--- src/rtl/can_frame_replayer.sv ---
// FIFO-buffered CAN frame source: issues one frame at a time, waits for the extractor ack (or times out), then idles MIN_GAP cycles.
// Optional timestamp pacing of issues is compiled in when CAN_REPLAY_PACE_EN is defined.
module can_frame_replayer #(
  parameter int DEPTH          = 8,
  parameter int TIMEOUT_CYCLES = 64,
  parameter int MIN_GAP        = 1,
  parameter int PACE_SHIFT     = 20
) (
  input  logic                     clk,
  input  logic                     rst_n,
  input  logic                     wr_valid,
  output logic                     wr_ready,
  input  logic [63:0]              wr_timestamp,
  input  logic [28:0]              wr_arb_id,
  input  logic [63:0]              wr_data,
  output logic [63:0]              timestamp,
  output logic [28:0]              arbitration_id,
  output logic [63:0]              data_field,
  output logic                     frame_valid,
  input  logic                     fe_busy,
  input  logic                     fe_features_ready,
  output logic [$clog2(DEPTH):0]   fifo_count,
  output logic [31:0]              frames_sent,
  output logic                     timeout_err,
  output logic [1:0]               state
);

  localparam int AW = $clog2(DEPTH);
  localparam int CW = AW + 1;
  localparam int TW = $clog2(TIMEOUT_CYCLES) + 1;
  localparam int GW = $clog2(MIN_GAP) + 1;

  typedef enum logic [1:0] {
    IDLE     = 2'd0,
    ISSUE    = 2'd1,
    WAIT_ACK = 2'd2,
    GAP      = 2'd3
  } state_t;

  if (DEPTH < 2 || (DEPTH & (DEPTH - 1)) != 0 || TIMEOUT_CYCLES < 1 || MIN_GAP < 1 ||
      PACE_SHIFT < 0 || PACE_SHIFT > 63) begin : g_bad_params
    $error("can_frame_replayer: invalid parameter set");
  end

  logic [63:0]   mem_ts   [DEPTH];
  logic [28:0]   mem_id   [DEPTH];
  logic [63:0]   mem_data [DEPTH];
  logic [AW-1:0] wr_ptr;
  logic [AW-1:0] rd_ptr;
  logic [CW-1:0] count;
  logic          push;
  logic          pop;
  logic          pace_ok;
  logic [63:0]   head_ts;
  state_t        state_q;
  logic [TW-1:0] tmo_cnt;
  logic [GW-1:0] gap_cnt;

  // Full blocks writes even when a pop lands on the same edge.
  assign wr_ready   = (count != CW'(DEPTH));
  assign push       = wr_valid && wr_ready;
  assign head_ts    = mem_ts[rd_ptr];
  assign pop        = (state_q == IDLE) && (count != '0) && !fe_busy && pace_ok;
  assign fifo_count = count;
  assign state      = state_q;

  // NOTE: storage arrays carry no reset; pointers and count define validity.
  always_ff @(posedge clk) begin
    if (push) begin
      mem_ts[wr_ptr]   <= wr_timestamp;
      mem_id[wr_ptr]   <= wr_arb_id;
      mem_data[wr_ptr] <= wr_data;
    end
  end

  // NOTE: sequential state uses non-blocking assignments so every flop samples pre-edge values.
  always_ff @(posedge clk or negedge rst_n) begin
    if (!rst_n) begin
      wr_ptr <= '0;
      rd_ptr <= '0;
      count  <= '0;
    end else begin
      if (push) wr_ptr <= wr_ptr + 1'b1;
      if (pop)  rd_ptr <= rd_ptr + 1'b1;
      case ({push, pop})
        2'b10:   count <= count + 1'b1;
        2'b01:   count <= count - 1'b1;
        default: ;
      endcase
    end
  end

`ifdef CAN_REPLAY_PACE_EN
  logic [31:0] pace_cnt;
  logic [31:0] pace_need;
  logic [63:0] last_ts;
  logic [63:0] ts_delta;
  logic [63:0] delta_shr;
  logic        paced;

  // NOTE: every always_comb output gets a value on every path, so no latch is inferred.
  always_comb begin
    ts_delta  = (head_ts >= last_ts) ? (head_ts - last_ts) : '0;
    delta_shr = ts_delta >> PACE_SHIFT;
    pace_need = (|delta_shr[63:32]) ? '1 : delta_shr[31:0];
    pace_ok   = !paced || (pace_cnt >= pace_need);
  end

  // The first frame after reset issues unpaced; the counter saturates instead of wrapping.
  always_ff @(posedge clk or negedge rst_n) begin
    if (!rst_n) begin
      pace_cnt <= '0;
      last_ts  <= '0;
      paced    <= 1'b0;
    end else if (pop) begin
      pace_cnt <= '0;
      last_ts  <= head_ts;
      paced    <= 1'b1;
    end else if (pace_cnt != '1) begin
      pace_cnt <= pace_cnt + 1'b1;
    end
  end
`else
  assign pace_ok = 1'b1;
`endif

  always_ff @(posedge clk or negedge rst_n) begin
    if (!rst_n) begin
      state_q        <= IDLE;
      frame_valid    <= 1'b0;
      timestamp      <= '0;
      arbitration_id <= '0;
      data_field     <= '0;
      frames_sent    <= '0;
      timeout_err    <= 1'b0;
      tmo_cnt        <= '0;
      gap_cnt        <= '0;
    end else begin
      case (state_q)
        IDLE: begin
          if (pop) begin
            timestamp      <= head_ts;
            arbitration_id <= mem_id[rd_ptr];
            data_field     <= mem_data[rd_ptr];
            frame_valid    <= 1'b1;
            state_q        <= ISSUE;
          end
        end
        ISSUE: begin
          frame_valid <= 1'b0;
          tmo_cnt     <= '0;
          state_q     <= WAIT_ACK;
        end
        WAIT_ACK: begin
          // An ack on the final allowed cycle still counts as delivered.
          if (fe_features_ready) begin
            frames_sent <= frames_sent + 32'd1;
            gap_cnt     <= '0;
            state_q     <= GAP;
          end else if (tmo_cnt == TW'(TIMEOUT_CYCLES - 1)) begin
            timeout_err <= 1'b1;
            gap_cnt     <= '0;
            state_q     <= GAP;
          end else begin
            tmo_cnt <= tmo_cnt + 1'b1;
          end
        end
        GAP: begin
          if (gap_cnt == GW'(MIN_GAP - 1)) state_q <= IDLE;
          else                             gap_cnt <= gap_cnt + 1'b1;
        end
        default: state_q <= IDLE;
      endcase
    end
  end

endmodule

--- config.mk ---
export PLATFORM = sky130hd
export DESIGN_NAME = can_frame_replayer
export DESIGN_NICKNAME = d
export VERILOG_FILES = /design/src/rtl/can_frame_replayer.sv
export SDC_FILE = /design/constraint.sdc
export NUM_CORES = 1
export LEC_CHECK = 0
export ABC_AREA = 1
export ABC_CLOCK_PERIOD_IN_PS = 10900
export CAP_MARGIN = 20
export CORE_MARGIN = 2
export CORE_UTILIZATION = 55
export CTS_BUF_LIST = sky130_fd_sc_hd__clkbuf_4
export CTS_CLUSTER_DIAMETER = 150
export DETAILED_ROUTE_END_ITERATION = 6
export GPL_TIMING_DRIVEN = 0
export PLACE_DENSITY = 0.75
export SLEW_MARGIN = 25
export SYNTH_ARGS = -nofsm -noshare
export SYNTH_HDL_FRONTEND = slang
export SYNTH_SLANG_ARGS = --single-unit
--- constraint.sdc ---
create_clock -name clk -period 10.9 [get_ports clk]
set_input_delay 1.635 -clock clk [delete_from_list [all_inputs] [get_ports clk]]
set_output_delay 1.635 -clock clk [all_outputs]
set_load 0.02 [all_outputs]
==> Word level (Yosys, flattened, before mapping) <==
Memories as Yosys holds them, arrays and structs flattened. A register that Yosys moved wholly into a read port is not among the register bits.
Cells that the tools add are included.
W data, S select, Z words.
{ "word_totals": {"latch_bits": 0, "output_inout_bits": 198, "register_bits": 54, "romBits": 0, "input_bits": 162, "wordCells": 69, "n_memories": 3, "ram_bits": 1256} }
{ "mem_list": {"columns": ["memory", "depth", "word_bits", "rd", "rd_clocked_by_memory_dff", "wr", "line", "source"], "rows": [
  ["mem_data", 8, 64, 1, 1, 1, "47", "logic [63:0] mem_data [DEPTH];"],
  ["mem_ts", 8, 64, 1, 1, 1, "45", "logic [63:0] mem_ts [DEPTH];"],
  ["mem_id", 8, 29, 1, 1, 1, "46", "logic [28:0] mem_id [DEPTH];"]
]} }
{ "classes": {"muxes": 17, "mul": 0, "bitwise_logic": 1, "div": 0, "order_cmp": 0, "reduce_logical": 20, "n_shift": 0, "add_sub_neg": 7, "n_eq_ne": 12} }
{ "op_table": {"columns": ["cell", "count"], "rows": [
  ["$add A32 B1 Y32 const B", 1],
  ["$mux W7", 2],
  ["$pmux W7 S2", 1],
  ["$reduce_and A3 Y1", 3],
  ["$mux W2", 4],
  ["$ne A2 B2 Y1 const B", 4],
  ["$pmux W2 S4", 1],
  ["$pmux W4 S2", 1],
  ["$reduce_and A2 Y1", 4],
  ["$reduce_bool A2 Y1", 4],
  ["$add A7 B1 Y7 const B", 1],
  ["$eq A7 B6 Y1 const B", 1],
  ["$add A3 B1 Y3 const B", 2],
  ["$eq A2 B2 Y1 const B", 3],
  ["$mux W1", 6],
  ["$add A4 B1 Y4 const B", 1],
  ["$eq A2 B1 Y1 const B", 2],
  ["$logic_not A1 Y1", 4],
  ["$ne A4 B4 Y1 const B", 1],
  ["$pmux W1 S2", 2],
  ["$reduce_bool A4 Y1", 1],
  ["$sub A4 B1 Y4 const B", 1],
  ["$logic_and A1 B1 Y1", 3],
  ["$ne A3 B3 Y1 const B", 1],
  ["other kinds (3)", 3]
]} }

==> Depth between registers and ports, before layout <==
{ "logic_depth": {"ltp_word": 5, "mapped_depth": 14} }

==> Worst setup path before layout <==
No wires, ideal clock.
{ "synth_path": {"path_type": "input port to flip-flop", "startpoint": "in wr_valid", "endpoint": "mem mem_data[0][0] (enable)", "setup_slack_ns": 1.629, "setup_ns": 0.676, "cell_stages": 3, "t_arrival_ns": 8.596, "required_time_ns": 10.224, "path_buffers": 0, "path_cell_list": "nand2_1 or2_2 nor2_1"} }
{ "synth_between": {"elab_chain_len": 3} }
{ "synth_rtl": {"columns": ["element", "line", "source"], "rows": [
  ["start: declaration", "11", "input logic wr_valid,"],
  ["$logic_and A1 B1 Y1", "61", "assign push = wr_valid && wr_ready;"],
  ["$mux W1", "69", "if (push) begin"],
  ["$mux W1 (implied by the code)", "72", "mem_data[wr_ptr] <= wr_data;"],
  ["end: declaration", "47", null]
]} }
No other way between the ends.

==> Worst setup path after layout <==
{ "layout_path": {"startpoint": "reg count[1] (netlist: fifo_count[1])", "endpoint": "out wr_ready"} }
{ "layout_between": {"elab_chain_len": 1} }
{ "layout_rtl": {"columns": ["element", "line", "source"], "rows": [
  ["start: declaration", "50", "logic [CW-1:0] count;"],
  ["start signal: assignment", "86", "2'b10: count <= count + 1'b1;"],
  ["start signal: assignment", "87", "2'b01: count <= count - 1'b1;"],
  ["$ne A4 B4 Y1", "60", "assign wr_ready = (count != CW'(DEPTH));"],
  ["end: declaration", "12", "output logic wr_ready,"]
]} }
No other way between the ends.

==> results.md <==
* Status: finished clean
* RSZ-0062 raised after global routing: false
* Worst-Skew Late Latency at 1.26 ns
* Mapped cell area at 56800 µm²
* DIE AREA at 106000 µm²
* DP Wirelength at 101 mm
* Layout Nets at 5390
* Pleak at 24.8 nW
* Worst-Margin Slew at 1.11 ns
* # rows at 117
* Sequential share of power at 0.401
* Synth area leader: edfxtp_1
* CTS resizes at 0
* Share of cells above drive strength 1 at 0.141
* I/O Pins at 360
* Max-cap viol count at 0
* Core ar. at 102000 µm²
* Crit path kind: reg2out
* Initial DRC Count at 4793
* Syn_area_per_cell at 12.9 µm²
* WP buf/inv at 1
* Register-to-register setup slack at 7.26 ns
* Post-synth top area share at 0.663
* Starting Density at 0.556
* Post-synthesis sequential area ratio at 0.756
* Largest stage delay, worst path at 0.55 ns
* PnR Total Power at 18.6 mW
* Vias at 39406
* Layout Skew at 0.115 ns
* Crit share post-route at 0.371
* Busiest grt layer: met2
* Die Width at 326 µm
* Design area at 68900 µm²
* Synth top area cells: edfxtp_1 (66%), dfrtp_1 (9.2%), nor2_1 (5.0%)
* Reg-to-reg endpoint: fifo_count[2]
* Initial antenna violation count at 24
* Clk sinks at 1466
* Placed inst area at 64000 µm²
* Area growth syn-to-layout at 21.2%
* Pint at 11.8 mW
* GPL Wtd Cong at 0.821
* CP Launch Point: fifo_count[1]
* DRT Pass-1 Iters at 6
* Grt total ovfl at 0
* Worst Reg-to-Reg Cells at 13
* Final hold vios at 0
* Clk pwr share at 0.253
* Hold_buf cts at 0
* Crit. End Element: primary output
* Slowest CP cell: clkdlybuf4s50_1
* Max-slew violation count at 0
* Yosys warning count at 0
* Met2 Use GR at 0.466
* Fin util at 0.674
* Fmax at 247 MHz
* Post-CTS setup repair buffer count at 0
* Total global-route track usage at 0.286
* Hold Slack at 0.292 ns
* Most frequent cells in the layout: edfxtp_1 (1256), nor2_1 (754), clkbuf_4 (573)
* Mapped Nets at 4586
* #FFs+latches synth at 1466
* Clock transition at the registers of the reported paths at 0.07 ns
* WP data required at 9.27 ns
* Vias in the first global route at 39147
* Stages on the worst setup path at 3
* Slew margin rel. at 0.258
* Port Buffer Count at 359
* CTS tree: built
* Met1 usage at 0.370
* CTS Buffer Depth at 4
* Worst path top cell family by delay: buffers and inverters
* First-pass GRT wire length at 228 mm
* Hold WC Path Type: in2async
* DIE HEIGHT at 326 µm
* Root Buffer Master: clkbuf_4
* Comb pwr share at 0.346
* Setup violations, final at 0
* Largest net degree at the start of global routing at 83
* Most common cell after layout, fill and taps aside: edfxtp_1
* H-tree levels at 5
* Fin crit period at 4.04 ns
* Met3 GRT Util at 0.0648
* Switching Share at 0.367
* Synth Instances at 4413
* Antenna viol nets, final at 0
* Cell Chain, Critical Path: nor2_1, nand3_1, clkdlybuf4s50_1
* CP Capture Point: wr_ready
* Worst r2r src: state[1]
* Filler Cells Inserted at 7150
* Crit path max fanout at 6
* Crit path DAT at 2.41 ns
* Vias/cell at 5.72
* Routed wire length at 153 mm
* Maximum vdd ir drop at 153 µV
* CP Launch Type: flop
* Residual DRC count at 0
* Synth unique cells at 28
* TNS Setup at 0 ns
* CTS Buf Count at 370
* WL/cell at 22.2 µm
* Sw Pwr at 6.81 mW
* PwrDens at 269 nW/µm²
[synthesized netlist by cell type]
cell type	n
buf_4	14
o211ai_1	314
xnor2_1	10
buf_2	69
xor2_1	18
nor3_1	3
a31o_2	1
dfrtp_1	210
nand3_2	1
nor3b_1	2
clkbuf_1	160
o21ai_0	549
nor2_1	762
nor2_2	3
o21ai_1	89
nand4_1	11
clkinv_1	2
inv_2	2
nand2_1	427
inv_1	161
buf_1	32
ha_1	11
nand3b_1	4
or2_2	1
edfxtp_1	1256
a21oi_1	119
buf_6	2
nand3_1	180
[worst min-delay path by stage]
stage	startpoint	endpoint	slack [ns]	depth (start not counted)
CTS	rst_n	frames_sent[31]	0.19	1
global placement	data_field[20]	data_field[20]	0.46	2
finish	rst_n	frames_sent[31]	0.29	1
global route	rst_n	frames_sent[31]	0.23	1
floorplan	tmo_cnt[1]	tmo_cnt[1]	0.47	2
detailed placement	data_field[23]	data_field[23]	0.46	2
[kinds of logic (layout without fill, tap and decap cells)]
kind of cell / Yosys count / in the layout / synth area share
compound gates: 1072 / 1072 / 0.108
xor+xnor: 28 / 28 / 0.00431
fa+ha+maj: 11 / 11 / 0.00242
buf+inv: 442 / 1528 / 0.0319
flops: 1466 / 1466 / 0.756
other cells: 0 / 17 / 0
simple gates: 1394 / 1394 / 0.0972
[power by group through the flow]
stage / clock network, mW / registers (mW) / logic [mW]
2_1_floorplan: 0 / 8.02 / 3.17
3_3_place_gp: 0 / 7.87 / 5.89
3_5_place_dp: 0 / 7.54 / 6.36
4_1_cts: 4.75 / 7.43 / 6.40
5_1_grt: 5.05 / 7.51 / 6.95
6_report: 4.70 / 7.44 / 6.43
[through the flow]
stage          setup WS (ns)  instances
2_1_floorplan           1.63       4413
3_3_place_gp           -4.30       6140
3_5_place_dp            6.04       6213
4_1_cts                 6.76       6867
5_1_grt                 6.72       6878
6_report                6.86       6884
[layout make-up]
cell class / instances / area, µm² / share of cell area
Clock inverter: 81 / 508 / 0.00737
Antenna cell: 17 / 42.5 / 0.000618
Clock buffer: 573 / 4300 / 0.0624
Multi-Input combinational cell: 2505 / 12100 / 0.176
Buffer: 277 / 1200 / 0.0174
Tap cell: 1368 / 1710 / 0.0248
Timing Repair Buffer: 432 / 5410 / 0.0785
Inverter: 165 / 619 / 0.00899
Sequential cell: 1466 / 43000 / 0.624
[flip-flops by register name, indices dropped and copies added (netlist names)]
register,flops
mem_id,232
wr_ptr,3
rd_ptr,3
frame_valid,1
state,2
data_field,64
timeout_err,1
timestamp,64
fifo_count,4
arbitration_id,29
mem_data,512
mem_ts,512
tmo_cnt,7
frames_sent,32
[metal layers]
layer | routed length [µm] | vias up | share of wire
met5 | 115 | - | 0.00075
met4 | 5520 | 16 | 0.036
met3 | 14500 | 332 | 0.095
met2 | 74400 | 2207 | 0.49
met1 | 58300 | 19060 | 0.38
li1 | - | 17791 | -
Note: power is estimated with default switching activity, not from simulation.
